### src/rtl/wb_cmd_master.sv
// wb_cmd_master: single-outstanding Wishbone B4 pipelined initiator.
// Accepts one command on a valid/ready port, runs one bus beat, and returns
// read data or a timeout error on a valid/ready response port.
module wb_cmd_master #(
  parameter int unsigned AW      = 32,
  parameter int unsigned DW      = 32,
  parameter int unsigned TIMEOUT = 255
) (
  input  logic            clk,
  input  logic            reset,
  // command port
  input  logic            cmd_valid,
  output logic            cmd_ready,
  input  logic            cmd_we,
  input  logic [AW-1:0]   cmd_addr,
  input  logic [DW-1:0]   cmd_wdata,
  input  logic [DW/8-1:0] cmd_sel,
  // response port
  output logic            rsp_valid,
  input  logic            rsp_ready,
  output logic [DW-1:0]   rsp_rdata,
  output logic            rsp_err,
  // Wishbone initiator
  output logic            o_wb_cyc,
  output logic            o_wb_stb,
  output logic            o_wb_we,
  output logic [AW-1:0]   o_wb_addr,
  output logic [DW-1:0]   o_wb_data,
  output logic [DW/8-1:0] o_wb_sel,
  input  logic            i_wb_stall,
  input  logic            i_wb_ack,
  input  logic [DW-1:0]   i_wb_data
);

  typedef enum logic [1:0] {
    S_IDLE,
    S_REQ,
    S_WAIT,
    S_RESP
  } state_t;

  // Counter value in the last cycle CYC may stay up without an ACK.
  localparam logic [15:0] TO_LAST = 16'(TIMEOUT - 1);

  state_t      state;
  state_t      state_nxt;
  logic [15:0] cnt;
  logic        cmd_fire;
  logic        ack_ok;
  logic        expired;

  // CYC/STB and the handshake flags are pure decodes of the state register:
  // no i_wb_* path reaches an output, and async reset drops CYC/STB at once.
  assign cmd_ready = (state == S_IDLE);
  assign rsp_valid = (state == S_RESP);
  assign o_wb_cyc  = (state == S_REQ) || (state == S_WAIT);
  assign o_wb_stb  = (state == S_REQ);

  // Next-state decode: acceptance, qualified ACK and timeout detection.
  always_comb begin
    state_nxt = state;
    cmd_fire  = 1'b0;
    ack_ok    = 1'b0;
    expired   = 1'b0;
    case (state)
      S_IDLE: begin
        if (cmd_valid) begin
          cmd_fire  = 1'b1;
          state_nxt = S_REQ;
        end
      end
      S_REQ: begin
        // an ACK during a stalled strobe is not a completion
        ack_ok  = !i_wb_stall && i_wb_ack;
        expired = !ack_ok && (cnt == TO_LAST);
        if (ack_ok || expired) begin
          state_nxt = S_RESP;
        end else if (!i_wb_stall) begin
          state_nxt = S_WAIT;
        end
      end
      S_WAIT: begin
        ack_ok  = i_wb_ack;
        expired = !i_wb_ack && (cnt == TO_LAST);
        if (ack_ok || expired) begin
          state_nxt = S_RESP;
        end
      end
      S_RESP: begin
        if (rsp_ready) begin
          state_nxt = S_IDLE;
        end
      end
      default: state_nxt = S_IDLE;
    endcase
  end

  // State register.
  always_ff @(posedge clk or posedge reset) begin
    if (reset) begin
      state <= S_IDLE;
    end else begin
      state <= state_nxt;
    end
  end

  // Timeout counter: cleared on command acceptance, counts while CYC is up.
  always_ff @(posedge clk or posedge reset) begin
    if (reset) begin
      cnt <= '0;
    end else if (cmd_fire) begin
      cnt <= '0;
    end else if (o_wb_cyc) begin
      cnt <= cnt + 16'd1;
    end
  end

  // Bus request registers: loaded on command acceptance, held otherwise.
  always_ff @(posedge clk or posedge reset) begin
    if (reset) begin
      o_wb_we   <= 1'b0;
      o_wb_addr <= '0;
      o_wb_data <= '0;
      o_wb_sel  <= '0;
    end else if (cmd_fire) begin
      o_wb_we   <= cmd_we;
      o_wb_addr <= cmd_addr;
      o_wb_data <= cmd_wdata;
      o_wb_sel  <= cmd_sel;
    end
  end

  // Response registers: captured on completion or timeout, held in RESP.
  always_ff @(posedge clk or posedge reset) begin
    if (reset) begin
      rsp_rdata <= '0;
      rsp_err   <= 1'b0;
    end else if (ack_ok) begin
      rsp_rdata <= o_wb_we ? '0 : i_wb_data;
      rsp_err   <= 1'b0;
    end else if (expired) begin
      rsp_rdata <= '0;
      rsp_err   <= 1'b1;
    end
  end

endmodule

### config.mk
export PLATFORM = sky130hd
export DESIGN_NAME = wb_cmd_master
export DESIGN_NICKNAME = d
export VERILOG_FILES = /design/src/rtl/wb_cmd_master.sv
export SDC_FILE = /design/constraint.sdc
export NUM_CORES = 1
export LEC_CHECK = 0
export CORE_MARGIN = 2
export CORE_UTILIZATION = 45
export CTS_CLUSTER_SIZE = 8
export DETAILED_ROUTE_END_ITERATION = 16
export PLACE_DENSITY = 0.93
export SLEW_MARGIN = 10
export SYNTH_ARGS = -nofsm -noshare
export SYNTH_HDL_FRONTEND = slang
export SYNTH_SLANG_ARGS = --single-unit
### constraint.sdc
create_clock -name clk -period 6.4 [get_ports clk]
set_input_delay 1.28 -clock clk [delete_from_list [all_inputs] [get_ports clk]]
set_output_delay 1.28 -clock clk [all_outputs]
set_load 0.03 [all_outputs]
## Word level (Yosys, flattened, before mapping)

Cells that the tools add are included.

| word-level totals | value |
|---|---|
| register bits | 120 |
| bits of input ports | 107 |
| output and inout bits | 106 |
| word-level logic and storage cells | 47 |

| operators by class | value |
|---|---|
| reduce and logical (&&, ||, !) cells | 13 |
| add/sub/neg operators | 1 |
| equality and inequality tests | 8 |
| muxes and demuxes | 17 |

Operator list:

| operator | number |
|---|---|
| 2-to-1 mux 32 bit | 3 |
| 2-to-1 mux 16 bit | 2 |
| adder 16 x 1 -> 16 bit (second input constant) | 1 |
| equality test 16 x 8 -> 1 bit (second input constant) | 1 |
| 2-to-1 mux 2 bit | 5 |
| one-hot mux 2 bit (4 select lines) | 1 |
| equality test 2 bit (second input constant) | 2 |
| 2-to-1 mux 1 bit | 4 |
| inequality test 2 x 1 -> 1 bit (second input constant) | 2 |
| one-hot mux 1 bit (2 select lines) | 2 |
| AND reduction 4 bit | 1 |
| nonzero test 2 bit | 2 |
| logical AND 1 bit | 3 |
| logical NOT 1 bit | 3 |
| logical OR 1 bit | 3 |
| inequality test 3 x 2 -> 1 bit (second input constant) | 1 |
| equality test 2 x 1 -> 1 bit (second input constant) | 1 |
| logical NOT 2 bit | 1 |
| inequality test 2 bit (second input constant) | 1 |

## Depth between registers and ports, before layout

| depth | value |
|---|---|
| depth after elaboration | 7 |
| mapped depth | 8 |
| gate-level depth less buffers | 6 |

## Worst setup path after synthesis

No wires, ideal clock.

| timing path | value |
|---|---|
| kind | register to register |
| start point | register state[0] |
| end point | register cnt[13] |
| setup slack | 4.050 ns |
| data required time | 6.322 ns |
| data arrival time | 2.272 ns |
| library setup time | 0.078 ns |
| stages on the path, launching flop included | 8 |
| clock period less this slack | 2.350 ns |
| path buffers | 1 |
| path through | dfrtp_1 inv_1 ha_1 clkbuf_1 nand3_1 or3_2 or4_1 a21oi_1 |

| between the ends | value |
|---|---|
| word-level cells in the longest chain between the ends | 3 |
| elaborated cells on any way between the ends | 7 |
| classes of those cells | eq/ne: 2; mux: 2; reduce/logical: 3 |

Ends and longest elaborated chain:

| item | line | RTL |
|---|---|---|
| start: declaration | 45 | `state_t state;` |
| start signal: assignment | 103 | `state <= state_nxt;` |
| equality test 2 x 1 -> 1 bit / equality test 2 bit (equally long branches) | 56 | `assign o_wb_cyc = (state == S_REQ) \|\| (state == S_WAIT);` |
| logical OR 1 bit (*) | 56 |  |
| via o_wb_cyc | 24 | `output logic o_wb_cyc,` |
| nonzero test 2 bit (no line) (*) | n/a |  |
| end signal: assignment | 114 | `cnt <= cnt + 16'd1;` |
| end: declaration | 47 | `logic [15:0] cnt;` |

Mark *: on every way through the listed nets, which the timed path passes. The rest lies on a longest branch.
A chain may end at the register's enable or synchronous reset.

## Worst setup path in the final report

| timing path | value |
|---|---|
| start point | register state[0] |
| end point | output o_wb_cyc |

| between the ends | value |
|---|---|
| word-level cells in the longest chain between the ends | 2 |
| elaborated cells on any way between the ends | 3 |
| classes of those cells | eq/ne: 2; reduce/logical: 1 |

Ends and longest elaborated chain:

| item | line |
|---|---|
| equality test 2 x 1 -> 1 bit / equality test 2 bit (equally long branches) | 56 |
| logical OR 1 bit (*) | 56 |
| end: declaration | 24 |

Every way passes the cells marked *; elsewhere a longest branch is shown, timed or not.

==> results.json <==
{
  "netlist_top_cells_area": "dfrtp_1 (62%), nand2_1 (17%), a22o_1 (5.8%)",
  "critPathLaunchType": "flop",
  "die_area_um2": 11560,
  "synthAdderAreaFrac": 0.01557,
  "dpl_cell_area_um2": 7056,
  "fin_skew_ns": 0.009691,
  "min_period_over_period": 0.5440,
  "max_slew_margin": 0.4211,
  "yosys.area_share.xor_xnor": 0.01816,
  "nets": 810,
  "regArea_um2": 3003,
  "path_max_fanout": 8,
  "nFillCells": 696,
  "synth_top_area_cell": "dfrtp_1",
  "drcViolationCount": 0,
  "io_buffers": 212,
  "synth_edf_count": 0,
  "synth_ff_type": "dfrtp_1",
  "syn_nets": 600,
  "ys_warn_count": 0,
  "grt_pass1_wl_um": 21850,
  "synth_top_cell_area_share": 0.6227,
  "p_per_area_nw_per_um2": 550.4,
  "num_antenna_cells": 0,
  "worst_ep_required_time_ns": 5.12,
  "cap_violations": 0,
  "p_leak_nw": 3.588,
  "grt_max_degree": 86,
  "wirelength_um": 13990,
  "via_per_inst": 5.186,
  "ctsLongestPathBuffers": 2,
  "synth_compound_gate_area_share": 0.08588,
  "fmax_mhz": 287.2,
  "clkSlewWorstSetupHoldPaths_ns": 0.05,
  "drive_gt1_frac": 0.06206,
  "die_height_um": 107.5,
  "cts_tree": "built",
  "final-max-slew-violation-count": 0,
  "initial_core_util": 0.4650,
  "slowest_stage": "clkdlybuf4s50_1",
  "core_um2": 10370,
  "setup_viol": 0,
  "period_needed_ns": 3.482,
  "hold_path_class": "flop to flop",
  "syn2layout_area_growth_pct": 58.54,
  "synth_area_per_cell_um2": 9.902,
  "ir_drop_mv": 0.3443,
  "cts_setup_buffers": 0,
  "grtUsageTotal": 0.2462,
  "final_antenna_net_count": 0,
  "finalSetupTns_ns": 0,
  "cts-resized-gates": 0,
  "cts_max_level": 4,
  "synth-seq-area-share": 0.6227,
  "synthArstFlopShare": 1.000,
  "worst_slew_pin_slew_ns": 0.8684,
  "critical_path.cell_chain": "inv_1 -> ha_1 -> clkdlybuf4s50_1",
  "vias": 4382,
  "gp_congestion": 0.7904,
  "initialDrtViolationCount": 287,
  "grt_pass1_vias": 4543,
  "endpoint_kind": "output port",
  "ys_types": 40,
  "cts_sinks": 120,
  "max_stage_delay_ns": 0.73,
  "die_w_um": 107.5,
  "root_buffer": "clkbuf_8",
  "multi_input_area_um2": 1708,
  "crit_arrival_ns": 2.20,
  "finalInstanceArea_um2": 7645,
  "hpwl_um": 9543,
  "wl_per_cell_um": 16.55,
  "synth_simple_gate_area_frac": 0.2276,
  "synthMuxAreaShare": 0.004411,
  "synth-seq-cells": 120,
  "worstSetupPathType": "flop to output port",
  "synth_top_family_by_area": "simple AND/OR/NAND/NOR gates",
  "firstDrtPassIters": 4,
  "netlist_instances": 487,
  "cts_buffers": 17,
  "io_pins": 213,
  "rows": 37,
  "status": "complete, no violations",
  "rsz0062_at_grt": "no",
  "cts_hold_buf": 0,
  "antenna_found_initial": 0,
  "hold_viol": 0,
  "netlist_area_um2": 4822,
  "grt_overflow": 0,
  "clk_latency_ns": 0.52
}
cells by family after synthesis:
group | after synthesis
simple gates | 263
flops | 120
compound gates | 53
buf+inv | 33
xor+xnor | 10
fa+ha+maj | 6
mux | 2
worst max-delay path: cells and delay by family, from the launching register on:
kind / cells / cell delay [ns]
buf+inv: 2 / 0.84
fa+ha+maj: 1 / 0.45
flops: 1 / 0.39
Yosys cell counts (2+ instances only):
cell type,count
and2_1,2
nor2_1,15
nor4bb_1,2
ha_1,6
nor2b_1,2
or3_2,2
nand2_1,217
clkbuf_1,23
inv_1,9
nand3_1,4
a21oi_1,7
xnor2_1,5
or4_1,2
o31ai_1,2
or3_1,2
dfrtp_1,120
xor2_1,5
a22o_1,32
nor4_1,4
nand4_1,3
o21ai_0,4
layout make-up:
cell class | count | share of cell area
Clock buffer | 20 | 0.05696
Timing Repair Buffer | 215 | 0.2805
Multi-Input combinational cell | 334 | 0.2234
Clock inverter | 11 | 0.01931
Sequential cell | 120 | 0.3928
Tap cell | 136 | 0.02226
Inverter | 9 | 0.004746
layout by cell type, fill, tap and decap left out, types with 4 or more instances in the layout:
master	synthesis	routed
nand2_1	217	216
xor2_1	5	5
clkdlybuf4s50_1	0	212
a22o_1	32	32
nand3_1	4	4
ha_1	6	6
nor2_1	15	14
a21oi_1	7	7
nor4_1	4	4
o21ai_0	4	4
dfrtp_1	120	120
clkbuf_16	0	16
inv_1	9	8
xnor2_1	5	5
layer usage:
| layer | global-route usage | share of wire |
|---|---|---|
| met1 | 0.2854 | 0.39 |
| met2 | 0.4187 | 0.52 |
| met3 | 0.07688 | 0.074 |
| met4 | 0.1090 | 0.024 |
| met5 | 0 | 0 |
metrics by stage:
step                      std cells  hold slack (ns)  setup WS (ns)  power (mW)    util
after floorplan                 487           0.5177          1.934       2.404       -
after global placement          814           0.4566          3.018       3.189  0.6804
after detailed placement        814           0.4616          2.886       3.264  0.6804
after CTS                       845           0.4800          2.896       4.235  0.7366
after global routing            845           0.4924          2.798       4.415  0.7372
final                           845           0.4740          2.918       4.208  0.7372
where the power goes:
part           switching, mW  internal (mW)  total, mW  leakage [nW]
registers              0.205           1.07       1.28          1.52
logic                   1.18          0.813       1.99          1.78
clock network          0.333          0.602      0.935         0.285
total                   1.72           2.49       4.21          3.59
flip-flops by register name, summed over array words and instances (netlist names):
register,count
state,2
rsp_err,1
rsp_rdata,32
o_wb_data,32
o_wb_addr,32
o_wb_sel,4
o_wb_we,1
cnt,16
final timing paths:
path / cells after the start / end / startpoint / slack (ns)
worst max-delay path: 3 / o_wb_cyc / state[0] / 2.92
worst min-delay path: 2 / o_wb_data[24] / o_wb_data[24] / 0.47
worst max register to register: 6 / cnt[12] / state[0] / 4.06
worst min register to register: 2 / o_wb_data[24] / o_wb_data[24] / 0.47
max in group asynchronous: 3 / rsp_rdata[29] / reset / 3.96
min in group asynchronous: 2 / o_wb_addr[7] / reset / 1.28
No activity file was read; power rests on OpenSTA's default activity.
